File: config.mk
export PLATFORM = sky130hd
export DESIGN_NAME = fifo_param
export DESIGN_NICKNAME = d
export VERILOG_FILES = /design/src/rtl/fifo_param.sv
export SDC_FILE = /design/constraint.sdc
export NUM_CORES = 1
export LEC_CHECK = 0
export CAP_MARGIN = 20
export CORE_MARGIN = 8
export CORE_UTILIZATION = 43
export DETAILED_ROUTE_END_ITERATION = 8
export PLACE_DENSITY_LB_ADDON = 0.25
export SYNTH_ARGS = -nofsm -noshare
export SYNTH_HDL_FRONTEND = slang
export SYNTH_SLANG_ARGS = --single-unit
File: constraint.sdc
create_clock -name clk -period 6.35 [get_ports clk]
set_input_delay 0.9525 -clock clk [delete_from_list [all_inputs] [get_ports clk]]
set_output_delay 0.9525 -clock clk [all_outputs]
set_load 0.02 [all_outputs]
File: src/rtl/fifo_param.sv
// Single-clock synchronous FIFO with registered read data, occupancy/threshold flags.
// Optional sticky overflow/underflow flags are built only when FIFO_PARAM_ERR_EN is defined.
module fifo_param #(
    parameter int DATA_WIDTH = 32,
    parameter int ADDR_WIDTH = 3,
    parameter int AF_LEVEL   = (1 << ADDR_WIDTH) - 2,
    parameter int AE_LEVEL   = 1
) (
    input  logic                  clk,
    input  logic                  reset,
    input  logic                  wr_en,
    input  logic [DATA_WIDTH-1:0] wr_data,
    input  logic                  rd_en,
    output logic [DATA_WIDTH-1:0] rd_data,
    output logic                  rd_valid,
    output logic                  full,
    output logic                  empty,
    output logic                  almost_full,
    output logic                  almost_empty,
    output logic [ADDR_WIDTH:0]   data_count,
    output logic                  ovf_err,
    output logic                  udf_err
);

    localparam int                  DEPTH     = 1 << ADDR_WIDTH;
    localparam logic [ADDR_WIDTH:0] DEPTH_CNT = DEPTH[ADDR_WIDTH:0];
    localparam logic [ADDR_WIDTH:0] AF_CNT    = AF_LEVEL[ADDR_WIDTH:0];
    localparam logic [ADDR_WIDTH:0] AE_CNT    = AE_LEVEL[ADDR_WIDTH:0];
    localparam logic [ADDR_WIDTH:0] CNT_ONE   = 1;
    localparam logic [ADDR_WIDTH-1:0] PTR_ONE = 1;

    logic [DATA_WIDTH-1:0] mem_q [DEPTH];
    logic [DATA_WIDTH-1:0] mem_d [DEPTH];
    logic [ADDR_WIDTH-1:0] wr_ptr_q, wr_ptr_d;
    logic [ADDR_WIDTH-1:0] rd_ptr_q, rd_ptr_d;
    logic [ADDR_WIDTH:0]   count_q, count_d;
    logic [DATA_WIDTH-1:0] rd_data_q, rd_data_d;
    logic                  rd_valid_q, rd_valid_d;
    logic                  wr_acc, rd_acc;

    // Flags come only from the registered count, never from wr_en/rd_en.
    assign full         = (count_q == DEPTH_CNT);
    assign empty        = (count_q == '0);
    assign almost_full  = (count_q >= AF_CNT);
    assign almost_empty = (count_q <= AE_CNT);
    assign data_count   = count_q;
    assign rd_data      = rd_data_q;
    assign rd_valid     = rd_valid_q;

    // A write into a full FIFO is allowed only when a read frees a slot on the same edge.
    assign rd_acc = rd_en && !empty;
    assign wr_acc = wr_en && (!full || rd_acc);

    always_comb begin
        mem_d      = mem_q;
        wr_ptr_d   = wr_ptr_q;
        rd_ptr_d   = rd_ptr_q;
        count_d    = count_q;
        rd_data_d  = rd_data_q;
        rd_valid_d = rd_acc;
        if (wr_acc) begin
            mem_d[wr_ptr_q] = wr_data;
            wr_ptr_d        = wr_ptr_q + PTR_ONE;
        end
        if (rd_acc) begin
            rd_data_d = mem_q[rd_ptr_q];
            rd_ptr_d  = rd_ptr_q + PTR_ONE;
        end
        case ({wr_acc, rd_acc})
            2'b10:   count_d = count_q + CNT_ONE;
            2'b01:   count_d = count_q - CNT_ONE;
            default: count_d = count_q;
        endcase
    end

    always_ff @(posedge clk) begin
        if (reset) begin
            wr_ptr_q   <= '0;
            rd_ptr_q   <= '0;
            count_q    <= '0;
            rd_data_q  <= '0;
            rd_valid_q <= 1'b0;
        end else begin
            wr_ptr_q   <= wr_ptr_d;
            rd_ptr_q   <= rd_ptr_d;
            count_q    <= count_d;
            rd_data_q  <= rd_data_d;
            rd_valid_q <= rd_valid_d;
        end
    end

    // Storage is not cleared; stale words are unreachable once the pointers reset.
    always_ff @(posedge clk) begin
        if (!reset) begin
            mem_q <= mem_d;
        end
    end

`ifdef FIFO_PARAM_ERR_EN
    logic ovf_q, ovf_d;
    logic udf_q, udf_d;

    always_comb begin
        ovf_d = ovf_q | (wr_en & ~wr_acc);
        udf_d = udf_q | (rd_en & ~rd_acc);
    end

    always_ff @(posedge clk) begin
        if (reset) begin
            ovf_q <= 1'b0;
            udf_q <= 1'b0;
        end else begin
            ovf_q <= ovf_d;
            udf_q <= udf_d;
        end
    end

    assign ovf_err = ovf_q;
    assign udf_err = udf_q;
`else
    assign ovf_err = 1'b0;
    assign udf_err = 1'b0;
`endif

endmodule

==> flow_metrics.env, run 1 <==
export IMPL_status="finished, final reports clean"
export IMPL_worstSetupEndpointType="output port"
export IMPL_place_congestion=0.7135
export IMPL_cp_required_ns=5.40
export IMPL_num_antenna_cells=0
export IMPL_die_w_um=181.6
export IMPL_cts_sinks=299
export IMPL_drive_gt1_share_pct=14.11
export IMPL_hpwlAfterDp_um=13330
export IMPL_finalCritPeriodShare_pct=52.70
export IMPL_synth_edff_count=256
export IMPL_clk_pin_slew_ns=0.06
export IMPL_fin_cells=1142
export IMPL_layout_nets=822
export IMPL_p_leak_nw=4.381
export IMPL_wl_met1_um=10090
export IMPL_die_h_um=181.6
export IMPL_area_delta_synth_final_pct=16.84
export IMPL_grtUsageTotal_pct=14.23
export IMPL_hold_worst_slack_ns=0.5201
export IMPL_cts_htree_levels=1
export IMPL_dieArea_um2=32980
export IMPL_io_pins=79
export IMPL_slew_headroom_pct=31.44
export IMPL_setup_tns_ns=0
export IMPL_drtPass1Iterations=4
export IMPL_period_minus_slack_ns=3.346
export IMPL_peakVddDrop_mv=0.2312
export IMPL_p_per_area_nw_per_um2=390.0
export IMPL_cp_max_fo=7
export IMPL_placed_cells=1086
export IMPL_vias=6132
export IMPL_wl_per_cell_um=20.79
export IMPL_rsz0062_at_grt="false"
export IMPL_grt_pass1_vias=6372
export IMPL_maxSlewViolCount=0
export IMPL_maxCapViolations=0
export IMPL_syn_inst=699
export IMPL_cts_buffers_inserted=29
export IMPL_synthArstFlopShare_pct=0
export IMPL_routed_wl_um=23740
export IMPL_clockRootBuffer="clkbuf_16"
export IMPL_ant_nets=0
export IMPL_path_class="flop to output port"
export IMPL_hold_viol=0
export IMPL_grt_pass1_wl_um=37110
export IMPL_cts_setup_buffers=0
export IMPL_fillerInstances=2182
export IMPL_via_per_inst=5.370
export IMPL_synth_distinct_cells=39
export IMPL_synthTopCellsByArea="edfxtp_1 65%, mux2i_1 11%, dfxtp_1 7.3%"
export IMPL_coreArea_um2=26950
export IMPL_insertion_delay_ns=0.54
export IMPL_wl_met3_um=1096
export IMPL_drt_iter0_drc=413
export IMPL_syn_avg_cell_area_um2=16.87
export IMPL_synth_area_leader_cell="edfxtp_1"
export IMPL_globalRoute_totalOverflow=0
export IMPL_cts_tree="built"
export IMPL_cts_hold_buf=0
export IMPL_num_rows=60
export IMPL_cts_repair_resized=0
export IMPL_grt_max_degree=54
export IMPL_wl_met2_um=11890
export IMPL_ys_seq_area_share_pct=72.48
export IMPL_antenna_found_initial=0
export IMPL_cts_buffer_depth=3
export IMPL_fin_skew_ns=0.01851
export IMPL_synth_top_area_share_pct=65.18
export IMPL_ys_flop_type="edfxtp_1"
export IMPL_min_path_type="flop to flop"
export IMPL_highest_layer="met4"
export IMPL_synth_area_um2=11790
export IMPL_fin_util_pct=51.13
export IMPL_setup_viol_count_final=0
export IMPL_worst_slew_pin_slew_ns=1.026
export IMPL_arrival_ns=2.39
export IMPL_drc_errors=0
export IMPL_critPathLaunchType="flop"
export IMPL_initial_core_util_pct=43.76
export IMPL_port_buffers=76
export IMPL_synth_warnings=0
export IMPL_fmax_mhz=298.8
export IMPL_synth_seq_cells=299
## critical path, stage by stage (launching register included)
cell and delay (ns):
dfxtp_1 0.38, inv_1 0.14, ha_1 0.23, or3b_4 0.44, inv_1 0.07, clkdlybuf4s50_1 0.59
## stage by stage
step	cell area (µm²)	worst slack, ns	total power [mW]
after floorplan	11800	1.314	3.462
after global placement	12800	2.574	3.769
after detailed placement	12800	2.475	3.806
after CTS	13710	2.961	5.435
after global routing	13780	2.896	5.623
final	13780	3.004	5.373
## path summary, 6_finish.rpt
check | to | from | cells after the start | slack [ns]
setup / recovery | empty | data_count[1] | 5 | 3.00
hold / removal | rd_data[16] | rd_data[16] | 2 | 0.52
setup reg to reg | data_count[3] | data_count[1] | 10 | 3.10
hold reg to reg | rd_data[16] | rd_data[16] | 2 | 0.52
## registers in the layout, indices dropped and copies added, names as in the netlist
name and flops:
wr_ptr_q 3, rd_data 32, rd_valid 1, mem_q 256, data_count 4, rd_ptr_q 3
## cells by family (layout without fill, tap and decap cells)
group | count (synthesis) | after routing | synth area share (%)
buf+inv | 48 | 149 | 3.087
fa+ha+maj | 7 | 7 | 0.7426
mux | 130 | 130 | 11.03
other cells | 1 | 2 | 0.03180
flops | 299 | 299 | 72.48
xor+xnor | 7 | 7 | 0.5198
simple gates | 102 | 102 | 6.164
compound gates | 105 | 105 | 5.941
## routing by layer
metal / GRT usage, % / vias up
li1: - / 2871
met1: 17.94 / 3079
met2: 24.89 / 138
met3: 2.196 / 44
met4: 4.329 / 0
met5: 0 / -
## report_power, final
part / leakage (nW) / switching, mW / total, mW / internal, mW
combinational: 1.28 / 0.751 / 1.36 / 0.606
clock: 0.436 / 0.679 / 1.63 / 0.950
sequential: 2.67 / 0.130 / 2.39 / 2.26
## cell usage in the layout, fill, tap and decap left out, types with 3 or more instances in the layout
cell / instances
a21oi_1: 34
a22oi_1: 64
buf_4: 12
clkbuf_1: 7
clkbuf_16: 29
clkbuf_8: 3
clkdlybuf4s50_1: 75
clkinv_1: 8
dfxtp_1: 42
edfxtp_1: 256
ha_1: 7
inv_1: 4
mux2i_1: 130
nand2_1: 4
nor2_1: 34
nor2_4: 14
nor3_2: 35
xor2_1: 5
## cells in the mapped netlist, drive strengths merged, types with 2 or more instances
master	number
a21oi	35
a22oi	64
buf	31
clkbuf	12
dfxtp	43
edfxtp	256
ha	7
inv	5
mux2i	130
nand2	5
nand3b	2
nor2	48
nor2b	2
nor3	36
o211ai	2
o21ai	3
xnor2	2
xor2	5
## cell type report
class                   count  area, µm²  area share [%]
clock buffers              39      793.3           5.757
repair buffers             91      913.4           6.629
well taps                 341      426.7           3.096
clock inverters            14      115.1          0.8354
inverters                   5      21.27          0.1544
flip-flops and latches    299       8552           62.06
multi-input cells         353       2958           21.47
Power figures use the tool's default switching activity.
==> inputs of run 2 (changes only) <==
- clock period: 6.35 -> 3.31 ns (I/O delays scaled with it)
==> run 2 against run 1 <==
Die area did not move; count of clock-buffer cells in the layout fell by 1; critical endpoint unchanged; setup slack got worse by 2.6 ns; first-iteration DRC count fell by 17%.
==> flow_metrics.env, run 2 (synthesis gave the netlist of run 1 again) <==
export IMPL_place_congestion=0.7193
export IMPL_maxSlewViolCount=0
export IMPL_largest_reg_flops=256
export IMPL_clockRootBuffer="clkbuf_16"
export IMPL_die_h_um=181.6
export IMPL_cts_htree_levels=1
export IMPL_grt_pass1_vias=6437
export IMPL_status="finished, final reports clean"
export IMPL_globalRoute_totalOverflow=0
export IMPL_setup_viol_count_final=0
export IMPL_final_area_um2=13780
export IMPL_cts_tree="built"
export IMPL_peakVddDrop_mv=0.3915
export IMPL_drtPass1Iterations=6
export IMPL_postPlaceCellArea_um2=12880
export IMPL_clk_pin_slew_ns=0.06
export IMPL_arrival_ns=2.40
export IMPL_via_per_inst=5.367
export IMPL_grtUsageTotal_pct=13.89
export IMPL_cts_buffer_depth=3
export IMPL_fin_util_pct=51.13
export IMPL_p_per_area_nw_per_um2=744.4
export IMPL_dieArea_um2=32980
export IMPL_p_leak_nw=4.392
export IMPL_coreArea_um2=26950
export IMPL_worst_slew_pin_slew_ns=1.011
export IMPL_slew_headroom_pct=32.41
export IMPL_fin_skew_ns=0.01743
export IMPL_grt_pass1_wl_um=36430
export IMPL_seqCellArea_um2=8552
export IMPL_hold_worst_slack_ns=0.4077
export IMPL_num_rows=60
export IMPL_cts_repair_resized=0
export IMPL_die_w_um=181.6
export IMPL_largest_register="mem_q"
export IMPL_cts_buffers_inserted=29
export IMPL_critPathLaunchType="flop"
export IMPL_vias=6151
export IMPL_rsz0062_at_grt="false"
export IMPL_ant_nets=0
export IMPL_routed_wl_um=23330
export IMPL_cp_max_fo=7
export IMPL_area_delta_synth_final_pct=16.85
export IMPL_drt_iter0_drc=342
export IMPL_hold_viol=0
export IMPL_path_class="flop to output port"
export IMPL_initial_core_util_pct=43.76
export IMPL_final_common_cell="edfxtp_1"
export IMPL_cts_sinks=299
export IMPL_io_pins=79
export IMPL_fmax_mhz=345.2
export IMPL_drive_gt1_share_pct=14.43
export IMPL_maxCapViolations=0
export IMPL_finalCritPeriodShare_pct=87.52
export IMPL_setup_tns_ns=0
export IMPL_fillerInstances=2160
export IMPL_layout_nets=824
export IMPL_worstSetupEndpointType="output port"
export IMPL_hpwlAfterDp_um=13990
export IMPL_final_cell_mix="256 x edfxtp_1, 130 x mux2i_1, 75 x clkdlybuf4s50_1"
export IMPL_port_buffers=76
export IMPL_cts_hold_buf=0
export IMPL_insertion_delay_ns=0.54
export IMPL_drc_errors=0
export IMPL_cts_setup_buffers=0
export IMPL_cp_required_ns=2.81
export IMPL_wl_per_cell_um=20.36
export IMPL_min_path_type="primary input to flop"
export IMPL_period_minus_slack_ns=2.897
export IMPL_antenna_found_initial=1
export IMPL_grt_max_degree=49
export IMPL_multi_input_area_um2=2975
run 2: changes by cell type in the layout (fill, tap and decap cells not counted), sizes merged:
| cell | before | now |
|---|---|---|
| diode | 0 | 1 |
| bufinv | 2 | 1 |
| inv | 5 | 7 |
| buf | 16 | 18 |
| clkinv | 10 | 13 |
| clkinvlp | 2 | 0 |
| clkbuf | 39 | 38 |
run 2: worst max-delay path, stage by stage (launching register included):
cell and delay (ns):
dfxtp_1 0.37, inv_1 0.13, ha_1 0.23, or3b_4 0.45, inv_1 0.07, clkdlybuf4s50_1 0.60
run 2: area by class of cell:
class | instances | area share (%)
antenna | 1 | 0.01816
multi-input combinational | 353 | 21.59
timing repair buffer | 93 | 6.682
clock inverter | 16 | 0.7445
inverter | 5 | 0.1543
sequential | 299 | 62.06
clock buffer | 38 | 5.656
tap | 341 | 3.096
run 2: per-stage QoR:
| stage | worst slack [ns] | cells | power [mW] |
|---|---|---|---|
| 6_report | 0.4133 | 1146 | 10.26 |
| 5_1_grt | 0.2945 | 1146 | 10.72 |
| 4_1_cts | 0.3805 | 1144 | 10.38 |
| 3_5_place_dp | 0.2765 | 1090 | 7.339 |
| 3_3_place_gp | 0.3522 | 1090 | 7.271 |
| 2_1_floorplan | -0.5649 | 700 | 6.643 |
run 2: path summary, 6_finish.rpt:
path | from | endpoint | slack [ns] | cells after the start
worst max-delay path | data_count[1] | empty | 0.41 | 5
worst min-delay path | reset | rd_ptr_q[0] | 0.41 | 2
worst max register to register | data_count[1] | mem_q[45] | 0.68 | 5
worst min register to register | rd_data[16] | rd_data[16] | 0.52 | 2
run 2: power by group:
group,leakage (nW),switching (mW),internal (mW),total [mW]
Sequential,2.67,0.265,4.33,4.60
Combinational,1.29,1.43,1.20,2.63
Clock,0.435,1.31,1.73,3.04
Total,4.39,3.00,7.26,10.3
run 2: routing by layer:
metal,vias up,routed length (µm),GRT usage [%]
met1,3110,9896,17.01
met4,0,446,3.214
met5,-,0,0
met2,128,11940,25.08
li1,2883,-,-
met3,30,1054,2.495
==> inputs of run 3 (changes only) <==
- CORE_ASPECT_RATIO: default -> 0.75
- CTS_CLUSTER_SIZE: default -> 24
==> run 3 against run 2 <==
Combinational power about the same; clock skew shrank 0.0059 ns; hold slack lost 0.040 ns; fmax is essentially flat; flip-flop and latch count unchanged; first-iteration DRC count is 27% higher; non-clock buffer count is 2 higher; sequential share of layout area decreased by 0.54 points; critical path depth did not move; largest power group unchanged.
==> flow_metrics.env, run 3 (synthesis gave the netlist of run 1 again) <==
export IMPL_cp_common_cell="inv_1"
export IMPL_final_area_um2=13900
export IMPL_cts_htree_levels=1
export IMPL_slowest_delay_ns=0.60
export IMPL_setup_tns_ns=0
export IMPL_slew_headroom_pct=30.19
export IMPL_p_sw_mw=3.015
export IMPL_insertion_delay_ns=0.53
export IMPL_p_clk_share_pct=31.8
export IMPL_routed_wl_um=23720
export IMPL_p_leak_nw=4.448
export IMPL_antenna_found_initial=0
export IMPL_grt_pass1_wl_um=36900
export IMPL_clockRootBuffer="clkbuf_16"
export IMPL_die_h_um=159.4
export IMPL_cp_required_ns=2.81
export IMPL_hpwlAfterDp_um=13880
export IMPL_arrival_ns=2.40
export IMPL_drc_errors=0
export IMPL_cts_sinks=299
export IMPL_cts_hold_buf=0
export IMPL_grt_pass1_vias=6423
export IMPL_worst_slew_pin_slew_ns=1.045
export IMPL_rsz0062_at_grt="false"
export IMPL_coreArea_um2=27000
export IMPL_place_congestion=0.6997
export IMPL_critPathLaunchType="flop"
export IMPL_num_antenna_cells=0
export IMPL_power_mw=10.62
export IMPL_hold_worst_slack_ns=0.3679
export IMPL_io_pins=79
export IMPL_grt_max_degree=39
export IMPL_grtUsageTotal_pct=13.96
export IMPL_maxCapViolations=0
export IMPL_drive_gt1_share_pct=15.67
export IMPL_num_rows=52
export IMPL_postPlaceCellArea_um2=12900
export IMPL_port_buffers=76
export IMPL_initial_core_util_pct=43.68
export IMPL_period_minus_slack_ns=2.894
export IMPL_ant_nets=0
export IMPL_cts_repair_resized=0
export IMPL_fillerInstances=2185
export IMPL_swShare_pct=28.40
export IMPL_status="finished, final reports clean"
export IMPL_setup_viol_count_final=0
export IMPL_min_path_type="primary input to flop"
export IMPL_hold_viol=0
export IMPL_p_per_area_nw_per_um2=763.6
export IMPL_maxSlewViolCount=0
export IMPL_via_per_inst=5.331
export IMPL_dieArea_um2=33040
export IMPL_intPower_mw=7.601
export IMPL_place_ws_ns=0.4503
export IMPL_globalRoute_totalOverflow=0
export IMPL_final_common_cell="edfxtp_1"
export IMPL_drt_iter0_drc=436
export IMPL_area_delta_synth_final_pct=17.88
export IMPL_path_class="flop to output port"
export IMPL_cts_tree="built"
export IMPL_cpMaxStageDelayCell="clkdlybuf4s50_1"
export IMPL_reg2reg_depth=9
export IMPL_r2r_end="data_count[3]"
export IMPL_cts_buffer_depth=3
export IMPL_final_cell_mix="256 x edfxtp_1, 130 x mux2i_1, 75 x clkdlybuf4s50_1"
export IMPL_peakVddDrop_mv=0.5365
export IMPL_layout_nets=825
export IMPL_clk_pin_slew_ns=0.06
export IMPL_hold_path_depth=2
export IMPL_path_cells="inv_1, ha_1, or3b_4, inv_1, clkdlybuf4s50_1"
export IMPL_combPwrFrac_pct=25.0
export IMPL_p_seq_share_pct=43.2
export IMPL_fmax_mhz=345.5
export IMPL_cts_buffers_inserted=28
export IMPL_cts_setup_buffers=0
export IMPL_wl_per_cell_um=20.54
export IMPL_fin_skew_ns=0.01153
export IMPL_die_w_um=207.2
export IMPL_fin_ws_ns=0.4157
export IMPL_largest_reg_flops=256
export IMPL_cp_max_fo=7
export IMPL_reg2reg_slack_ns=0.67
export IMPL_worstSetupEndpointType="output port"
export IMPL_largest_register="mem_q"
export IMPL_holdPathEnd="rd_ptr_q[0]"
export IMPL_drtPass1Iterations=5
export IMPL_hp_start="reset"
export IMPL_worstReg2RegStart="data_count[1]"
export IMPL_finalCritPeriodShare_pct=87.44
export IMPL_vias=6157
run 3: routing by layer:
layer  share of wire (%)  global-route usage [%]  routed length (µm)  vias up
met5                   0                       0                   0        -
met4                 1.5                   2.886                 359        0
met3                 4.5                   2.852                1064       31
met2                  48                   23.93               11410      118
met1                  46                   18.16               10890     3136
li1                    -                       -                   -     2872
run 3: worst max-delay path, delay by kind of cell, from the launching register on:
| family | cells | cell delay [ns] |
|---|---|---|
| and+or+nand+nor | 1 | 0.45 |
| buffers and inverters | 3 | 0.81 |
| adders and majority gates | 1 | 0.24 |
| DFF | 1 | 0.37 |
run 3: final cells by class:
type	count	area, µm²	share of cell area (%)
clock inverters	13	171.4	1.233
clock buffers	39	834.6	6.003
well taps	351	439.2	3.159
repair buffers	95	923.4	6.642
flip-flops and latches	299	8552	61.52
inverters	5	21.27	0.1530
multi-input cells	353	2960	21.29
run 3: worst max-delay path by stage:
stage | from | end | slack (ns) | depth (start not counted)
final | data_count[1] | empty | 0.42 | 5
after global routing | data_count[1] | empty | 0.30 | 5
after CTS | data_count[1] | empty | 0.39 | 5
after detailed placement | rd_en | data_count[3] | 0.45 | 7
after global placement | rd_en | data_count[3] | 0.49 | 7
after floorplan | data_count[0] | mem_q[192] | -0.56 | 5
run 3: power by group through the flow:
stage | combinational, mW | clock [mW] | sequential [mW]
final | 2.65 | 3.38 | 4.59
after global routing | 2.87 | 3.59 | 4.62
after CTS | 2.69 | 3.45 | 4.59
after detailed placement | 2.68 | 0 | 4.67
after global placement | 2.63 | 0 | 4.65
after floorplan | 1.89 | 0 | 4.75
run 3: per-stage QoR:
step	utilization (%)	cells
2_1_floorplan	-	700
3_3_place_gp	47.76	1103
3_5_place_dp	47.76	1103
4_1_cts	51.49	1155
5_1_grt	51.49	1155
6_report	51.49	1155
